--- src/rtl/jtag_scan_sequencer.sv ---
// JTAG master: walks the target TAP through IR/DR scans issued on a valid/ready
// command channel and returns the captured TDO bits on a response channel.
//
// state    | meaning
// RST_WALK | 5 TCK with TMS=1 (Test-Logic-Reset), 1 TCK with TMS=0 (Run-Test/Idle)
// IDLE     | parked in Run-Test/Idle, tck low, waiting for a command
// SEL      | Select/Capture path into Shift-DR or Shift-IR
// SHIFT    | one TCK per bit, last bit moves the TAP to Exit1
// EXIT     | Update, then back to Run-Test/Idle
// RESP     | result presented until the host consumes it
module jtag_scan_sequencer #(
  parameter int DATA_W = 32,
  parameter int CLK_DIV = 4,
  localparam int LEN_W = $clog2(DATA_W) + 1
) (
  input  logic              clk,
  input  logic              rst,
  input  logic              cmd_valid,
  output logic              cmd_ready,
  input  logic              cmd_ir,
  input  logic [LEN_W-1:0]  cmd_len,
  input  logic [DATA_W-1:0] cmd_data,
  output logic              rsp_valid,
  input  logic              rsp_ready,
  output logic [DATA_W-1:0] rsp_data,
  output logic              tck,
  output logic              tms,
  output logic              tdi,
  input  logic              tdo,
  output logic              busy
);

  localparam int IDX_W  = (DATA_W > 1) ? $clog2(DATA_W) : 1;
  localparam int STEP_W = (LEN_W > 3) ? LEN_W : 3;
  localparam int DIV_W  = (CLK_DIV > 1) ? $clog2(CLK_DIV) : 1;
  localparam logic [DIV_W-1:0] DIV_MAX = DIV_W'(CLK_DIV - 1);

  localparam logic [2:0] ST_RST_WALK = 3'd0;
  localparam logic [2:0] ST_IDLE     = 3'd1;
  localparam logic [2:0] ST_SEL      = 3'd2;
  localparam logic [2:0] ST_SHIFT    = 3'd3;
  localparam logic [2:0] ST_EXIT     = 3'd4;
  localparam logic [2:0] ST_RESP     = 3'd5;

  logic [2:0]        state;
  logic [STEP_W-1:0] step;
  logic [DIV_W-1:0]  div_cnt;
  logic              ir_q;
  logic [LEN_W-1:0]  len_q;
  logic [DATA_W-1:0] data_q;
  logic [DATA_W-1:0] cap;

  logic              running;
  logic              tc;
  logic              rise;
  logic              fall;
  logic [STEP_W-1:0] step_nxt;
  logic [STEP_W-1:0] last_bit;
  logic [STEP_W-1:0] sel_last;
  logic [IDX_W-1:0]  idx;
  logic [IDX_W-1:0]  idx_nxt;
  logic [LEN_W-1:0]  len_eff;

  assign running  = (state == ST_RST_WALK) || (state == ST_SEL) ||
                    (state == ST_SHIFT) || (state == ST_EXIT);
  // div_cnt is a down-counter; terminal count toggles tck
  assign tc       = (div_cnt == '0);
  assign rise     = running && tc && !tck;
  assign fall     = running && tc && tck;
  assign step_nxt = step + STEP_W'(1);
  assign last_bit = STEP_W'(len_q) - STEP_W'(1);
  assign sel_last = ir_q ? STEP_W'(3) : STEP_W'(2);
  assign idx      = step[IDX_W-1:0];
  assign idx_nxt  = step_nxt[IDX_W-1:0];
  assign len_eff  = ((cmd_len == '0) || (cmd_len > LEN_W'(DATA_W))) ? LEN_W'(DATA_W) : cmd_len;

  assign cmd_ready = (state == ST_IDLE) && !rsp_valid;
  assign busy      = (state != ST_IDLE);

  always_ff @(posedge clk or negedge rst) begin
    if (!rst) begin
      state     <= ST_RST_WALK;
      step      <= '0;
      div_cnt   <= DIV_MAX;
      tck       <= 1'b0;
      tms       <= 1'b1;
      tdi       <= 1'b0;
      ir_q      <= 1'b0;
      len_q     <= '0;
      data_q    <= '0;
      cap       <= '0;
      rsp_valid <= 1'b0;
      rsp_data  <= '0;
    end else begin
      if (running) begin
        if (tc) begin
          div_cnt <= DIV_MAX;
          tck     <= ~tck;
        end else begin
          div_cnt <= div_cnt - DIV_W'(1);
        end
      end

      if (rise && (state == ST_SHIFT)) cap[idx] <= tdo;

      // every transition below happens on a tck falling edge, i.e. at a TCK cycle start
      case (state)
        ST_RST_WALK: begin
          if (fall) begin
            if (step == STEP_W'(5)) begin
              state <= ST_IDLE;
              step  <= '0;
            end else begin
              step <= step_nxt;
              tms  <= (step < STEP_W'(4));
            end
          end
        end
        ST_IDLE: begin
          tms <= 1'b0;
          if (cmd_valid && cmd_ready) begin
            ir_q    <= cmd_ir;
            len_q   <= len_eff;
            data_q  <= cmd_data;
            cap     <= '0;
            step    <= '0;
            div_cnt <= DIV_MAX;
            tck     <= 1'b0;
            tms     <= 1'b1;
            tdi     <= 1'b0;
            state   <= ST_SEL;
          end
        end
        ST_SEL: begin
          if (fall) begin
            if (step == sel_last) begin
              state <= ST_SHIFT;
              step  <= '0;
              tms   <= (len_q == LEN_W'(1));
              tdi   <= data_q[0];
            end else begin
              step <= step_nxt;
              tms  <= ir_q && (step == '0);
            end
          end
        end
        ST_SHIFT: begin
          if (fall) begin
            if (step == last_bit) begin
              state <= ST_EXIT;
              step  <= '0;
              tms   <= 1'b1;
              tdi   <= 1'b0;
            end else begin
              step <= step_nxt;
              tdi  <= data_q[idx_nxt];
              tms  <= (step_nxt == last_bit);
            end
          end
        end
        ST_EXIT: begin
          if (fall) begin
            if (step == '0) begin
              step <= step_nxt;
              tms  <= 1'b0;
            end else begin
              state <= ST_RESP;
              step  <= '0;
            end
          end
        end
        ST_RESP: begin
          if (!rsp_valid) begin
            rsp_valid <= 1'b1;
            rsp_data  <= cap;
          end else if (rsp_ready) begin
            rsp_valid <= 1'b0;
            state     <= ST_IDLE;
          end
        end
        default: state <= ST_RST_WALK;
      endcase
    end
  end

endmodule
--- config.mk ---
export PLATFORM = sky130hd
export DESIGN_NAME = jtag_scan_sequencer
export DESIGN_NICKNAME = d
export VERILOG_FILES = /design/src/rtl/jtag_scan_sequencer.sv
export SDC_FILE = /design/constraint.sdc
export NUM_CORES = 1
export LEC_CHECK = 0
export ABC_AREA = 1
export BUFFER_PORTS_ARGS = -buffer_cell sky130_fd_sc_hd__buf_2
export CORE_MARGIN = 2
export CORE_UTILIZATION = 40
export DETAILED_ROUTE_END_ITERATION = 8
export PLACE_DENSITY = 0.6
export SYNTH_ARGS = -nofsm -noshare
export SYNTH_HDL_FRONTEND = slang
export SYNTH_SLANG_ARGS = --single-unit
export TNS_END_PERCENT = 30
--- constraint.sdc ---
create_clock -name clk -period 2 [get_ports clk]
set_input_delay 0.2 -clock clk [delete_from_list [all_inputs] [get_ports clk]]
set_output_delay 0.2 -clock clk [all_outputs]
set_load 0.01 [all_outputs]
==> results of run 1 <==
==> power breakdown <==
part | switching [W] | leakage [nW] | total [W] | internal, W
Combinational | 0.0000817 | 2.06 | 0.000163 | 0.0000810
Sequential | 0.000000244 | 1.59 | 0.00239 | 0.00239
Clock | 0.00103 | 0.276 | 0.00295 | 0.00192
Total | 0.00111 | 3.92 | 0.00551 | 0.00440
==> Yosys cell counts, types with 6 or more instances <==
library cell  instances  area [µm²]
inv_1                78       292.8
o21ai_0              51       255.2
o21ai_1              26       130.1
nor2_1               28       105.1
nand2_4               6       67.56
clkbuf_1             21       78.83
nand2_1             268        1006
nand3_1              68       340.3
o21ai_2               6       52.55
a21oi_1               7       35.03
ha_1                  7       87.58
o311a_1              28       280.3
dfrtp_1             115        2878
==> path summary, 6_finish.rpt <==
kind                       slack (ns)           end  cells past startpoint          from
max reg2reg                      0.15      state[1]                     11      state[0]
min reg2reg                      0.48  rsp_data[28]                      2  rsp_data[28]
max                              0.15      state[1]                     11      state[0]
min in group asynchronous        0.30       cap[27]                      2           rst
min                              0.04      len_q[3]                      3    cmd_len[3]
max in group asynchronous        1.04  rsp_data[26]                      3           rst
==> cell families (layout without fill, tap and decap cells) <==
group	count (synthesis)	count (layout)	synth area share
AOI/OAI and AO/OA	124	124	0.1353
buffers and inverters	114	255	0.07773
and+or+nand+nor	385	385	0.2713
xor gates and xnor gates	4	4	0.005867
DFF	118	118	0.4951
adders and majority gates	7	7	0.01467
==> per-stage QoR <==
| stage | hold WS, ns | util | setup WS [ns] | instances |
|---|---|---|---|---|
| after floorplan | -0.09559 | - | 0.07031 | 752 |
| after global placement | 0.1980 | 0.4595 | 0.1191 | 1011 |
| after detailed placement | 0.2023 | 0.4595 | 0.04131 | 1011 |
| after CTS | 0.02175 | 0.5227 | 0.02813 | 1077 |
| after global routing | 0.04557 | 0.5269 | -0.04071 | 1077 |
| final | 0.03650 | 0.5269 | 0.1495 | 1077 |
==> layer usage <==
metal  vias up  routed length, µm  track usage
met4         0                102      0.05818
met5         -                  0            0
met1      2509               6918       0.2517
met3        11                545      0.04800
met2       119               7248       0.3276
li1       2703                  -            -
==> sequential cells by signal, summed over array words and instances, names as in the netlist, 2 cells and up <==
signal and count:
rsp_data 32, div_cnt 2, state 3, cap 32, step 6, data_q 32, len_q 6
==> critical path: cells and delay by family, from the launching register on <==
kind,cells,cell delay [ns]
buffers and inverters,1,0.09
AND/OR/NAND/NOR,9,1.17
AO/OA/AOI/OAI,1,0.07
flip-flops,1,0.39
==> cell type report <==
cell class | instances | area, µm²
tap | 184 | 230.2
inverter | 81 | 304.0
fill | 1370 | 6877
timing repair buffer | 142 | 979.7
sequential | 118 | 2958
multi-input combinational | 520 | 2606
clock inverter | 8 | 97.59
clock buffer | 24 | 481.7
==> timing repair <==
item	4_1_cts	5_1_grt
hold endpoints to repair	62	0
setup endpoints to repair	0	13
buffers inserted	0	0
hold buffers	34	0
gates resized for setup	0	14
==> results.txt, run 1 <==
status: finished, final reports clean
number of nets in the layout: 931
Worst Hold Class: input pin to register
Worst-Skew Late Latency: 0.42 ns
setup TNS: 0 ns
critical path type: register to register
P_leak: 3.920 nW
Synth Register Bits: 118
Synth Area per Inst: 7.941 µm²
CP most frequent cell: nand2_1
Power Total: 0.005510 W
Final Max Tran Viols: 0
Synth-to-Final Area Change: 28.22%
synthesized net count: 803
post-route minimum period: 1.851 ns
DRT Wirelength: 14820 µm
CTS Root Buffer Type: clkbuf_16
max_slew headroom: 0.6056
PwrDens: 719.5 nW/µm²
antenna-violating nets left: 0
EDFF count, synth: 0
Ports: 82
Worst Max-Slew Pin Slew: 0.5916 ns
vias in the first global route: 5259
main flop type after synthesis: dfrtp_1
commonest non-fill, non-tap cell in the layout: nand2_1
antenna cells: 0
ys async rst share: 1.000
Longest Clk Path Bufs: 2
placed cell area: 6678 µm²
Critical Path Start Type: register
synthesized instance count: 752
Buffers on Ports: 81
first-pass GRT wire length: 24960 µm
CTS Buf Count: 17
post-synthesis cell type count: 30
routed length per instance: 13.76 µm
Vias/cell: 4.960
pin count of the biggest net entering global routing: 65
Max-Cap Viols: 0
Final HPWL DP: 10250 µm
commonest non-fill, non-tap cells in the layout: nand2_1, dfrtp_1, buf_2
Core Area: 14530 µm²
final instance area: 7657 µm²
DIE AREA: 15920 µm²
Final Setup Violations: 0
critical path, cell by cell: inv_2 -> nor2_2 -> nand2_1 -> nor2_2 -> nand2_2 -> nand2_1 -> nand4_1 -> nor2_1 -> nand3_4 -> nand2_1 -> o21ai_0
Post-Syn Area: 5972 µm²
Ys Warns: 0
first drt pass iteration count: 5
RSZ-0062 raised after global routing: true
routed via count: 5342
GPL Wtd Cong: 0.8942
Hold Fails Final Rpt: 0
worst vdd ir: 543.3 µV
row count: 44
GR Overflow Total: 0
Worst path slowest cell: dfrtp_1
clock sinks: 118
worst-path maximum fanout: 6
Max Fclk: 540.4 MHz
CTS H-tree lvls: 4
first-iteration detailed-routing DRC count: 343
drt drc: 0
post-synthesis sequential area ratio: 0.4951
worst path arrival time: 2.14 ns
fin crit share: 0.9253
CTS tree: done
Slowest Stage Delay on Critical Path: 0.39 ns
ratio of cells with drive above 1 in the final layout: 0.1960
width of the chip: 126.2 µm
gr usage total: 0.1955
Fin Clk Skew: 0.01108 ns
crit path capture type: register
Starting Density: 0.4109
Die Y: 126.2 µm
antenna violations before repair: 0
Clock Pin Slew Worst Setup and Hold Paths: 0.06 ns
Crit path required time: 2.29 ns
(Power assumes the default switching activity.)
==> inputs of run 2 (changes only) <==
--- a/config.mk
+++ b/config.mk
@@ -9,6 +9,7 @@
 export BUFFER_PORTS_ARGS = -buffer_cell sky130_fd_sc_hd__buf_2
 export CORE_MARGIN = 2
 export CORE_UTILIZATION = 40
+export CTS_BUF_LIST = sky130_fd_sc_hd__clkbuf_4
 export DETAILED_ROUTE_END_ITERATION = 8
 export PLACE_DENSITY = 0.6
 export SYNTH_ARGS = -nofsm -noshare
==> run 2 against run 1 <==
Against the previous run: sequential share of layout area is 1.3 points higher; clock skew increased by 0.012 ns; cell count is 0.65% higher; clock power fell by 44%; combinational power rose by 7%; critical endpoint is now step[1]; critical path type unchanged; total power decreased by 24%; register-to-register slack improved by 0.03 ns; non-clock buffer count is 7 higher; setup slack better by 0.034 ns; global-route usage fell by 0.23 points; largest cell class unchanged; count of clock-buffer cells in the layout fell by 3; maximum frequency rose by 1.9%.
==> results.txt, run 2 (synthesized netlist as in run 1, its figures left out) <==
Worst Max-Slew Pin Slew: 0.5995 ns (was 0.5916 ns)
Crit path required time: 2.43 ns (was 2.29 ns)
P_leak: 3.814 nW (was 3.920 nW)
Final Setup Violations: 0 (unchanged)
routed length per instance: 13.61 µm (was 13.76 µm)
Worst Hold Class: input pin to register (unchanged)
Fin Clk Skew: 0.02358 ns (was 0.01108 ns)
Worst-Skew Late Latency: 0.54 ns (was 0.42 ns)
DRT Wirelength: 14760 µm (was 14820 µm)
max_slew headroom: 0.6003 (was 0.6056)
pin count of the biggest net entering global routing: 65 (unchanged)
Power Total: 0.004212 W (was 0.005510 W)
Max-Cap Viols: 0 (unchanged)
worst-path maximum fanout: 8 (was 6)
Vias/cell: 4.948 (was 4.960)
ratio of cells with drive above 1 in the final layout: 0.1967 (was 0.1960)
Starting Density: 0.4109 (unchanged)
CTS Root Buffer Type: clkbuf_4 (was clkbuf_16)
Placed Instances: 1011 (unchanged)
Final Max Tran Viols: 0 (unchanged)
worst vdd ir: 301.8 µV (was 543.3 µV)
antenna-violating nets left: 0 (unchanged)
Longest Clk Path Bufs: 2 (unchanged)
DIE AREA: 15920 µm² (unchanged)
Hold Fails Final Rpt: 0 (unchanged)
Core Area: 14530 µm² (unchanged)
commonest non-fill, non-tap cell in the layout: nand2_1 (unchanged)
post-route minimum period: 1.817 ns (was 1.851 ns)
first drt pass iteration count: 5 (unchanged)
crit path capture type: register (unchanged)
critical path type: register to register (unchanged)
Synth-to-Final Area Change: 24.07% (was 28.22%)
status: finished, final reports clean (unchanged)
commonest non-fill, non-tap cells in the layout: nand2_1, dfrtp_1, buf_2 (unchanged)
vias in the first global route: 5305 (was 5259)
CTS tree: done (unchanged)
row count: 44 (unchanged)
gr usage total: 0.1932 (was 0.1955)
clock sinks: 118 (unchanged)
RSZ-0062 raised after global routing: true (unchanged)
CTS Buf Count: 17 (unchanged)
number of nets in the layout: 938 (was 931)
Ports: 82 (unchanged)
Critical Path Start Type: register (unchanged)
fin crit share: 0.9084 (was 0.9253)
Largest regs: cap (32), data_q (32), rsp_data (32) (unchanged)
Die Y: 126.2 µm (unchanged)
worst path arrival time: 2.25 ns (was 2.14 ns)
Max Fclk: 550.4 MHz (was 540.4 MHz)
fin cells: 1084 (was 1077)
GR Overflow Total: 0 (unchanged)
width of the chip: 126.2 µm (unchanged)
GPL Wtd Cong: 0.8942 (unchanged)
antenna violations before repair: 0 (unchanged)
routed via count: 5364 (was 5342)
PwrDens: 568.5 nW/µm² (was 719.5 nW/µm²)
Final HPWL DP: 10250 µm (unchanged)
Clock Pin Slew Worst Setup and Hold Paths: 0.10 ns (was 0.06 ns)
first-iteration detailed-routing DRC count: 334 (was 343)
drt drc: 0 (unchanged)
Buffers on Ports: 81 (unchanged)
antenna cells: 0 (unchanged)
CTS H-tree lvls: 4 (unchanged)
first-pass GRT wire length: 24790 µm (was 24960 µm)
[run 2: cell count changes in the layout (fill, tap and decap cells not counted), moves of 3 or more]
cell and delta:
clkbuf_8 -3, dlygate4sd3_1 +7, clkinv_1 +3, clkbuf_16 -17
clkbuf_4 +21, clkbuf_1 -4
[run 2: layer usage]
| layer | GRT usage | wire, µm | vias up |
|---|---|---|---|
| li1 | - | - | 2720 |
| met1 | 0.2447 | 6775 | 2505 |
| met2 | 0.3324 | 7249 | 120 |
| met3 | 0.04291 | 556 | 19 |
| met4 | 0.05624 | 174 | 0 |
| met5 | 0 | 0 | - |
[run 2: where the power goes]
part           internal [W]  switching, W
Sequential          0.00239   0.000000226
Clock              0.000777      0.000876
Combinational     0.0000899     0.0000840
Total               0.00325      0.000961
[run 2: critical path, cell delays in order (launching register included)]
cell and delay [ns]:
dfrtp_1 0.48, nor2_1 0.22, nand3_1 0.19, nor2_1 0.21
inv_1 0.08, a21oi_1 0.23, nand3_4 0.14, nand3_1 0.10
nand2_1 0.06
[run 2: final timing paths]
path | from | to | slack (ns) | depth (start not counted)
min in group asynchronous | rst | step[5] | 0.17 | 2
setup reg to reg | step[2] | step[1] | 0.18 | 8
setup / recovery | step[2] | step[1] | 0.18 | 8
hold / removal | cmd_valid | tck | 0.11 | 4
hold reg to reg | tms | tms | 0.48 | 2
max in group asynchronous | rst | rsp_data[26] | 1.17 | 3
[run 2: per-stage QoR]
stage,setup WS (ns),util,hold WS [ns],TNS [ns],instance area [µm²]
2_1_floorplan,0.07031,-,-0.09559,0,5973
3_3_place_gp,0.1191,0.4595,0.1980,0,6678
3_5_place_dp,0.04131,0.4595,0.2023,0,6678
4_1_cts,0.02313,0.5060,0.04024,0,7355
5_1_grt,-0.04139,0.5098,0.1040,-0.1020,7410
6_report,0.1832,0.5098,0.1068,0,7410
[run 2: repair_timing]
| action | CTS | global route |
|---|---|---|
| endpoints found under the hold margin | 72 | 0 |
| resized for setup | 0 | 14 |
| endpoints found under the setup margin | 0 | 12 |
| setup buffers | 0 | 0 |
| hold buffers | 41 | 0 |
[run 2: final cells by class]
cell class	count	area, µm²
clock inverters	11	108.9
inverters	81	304.0
multi-input cells	520	2601
fillers	1419	7124
clock buffers	21	157.7
repair buffers	149	1050
flip-flops and latches	118	2958
well taps	184	230.2
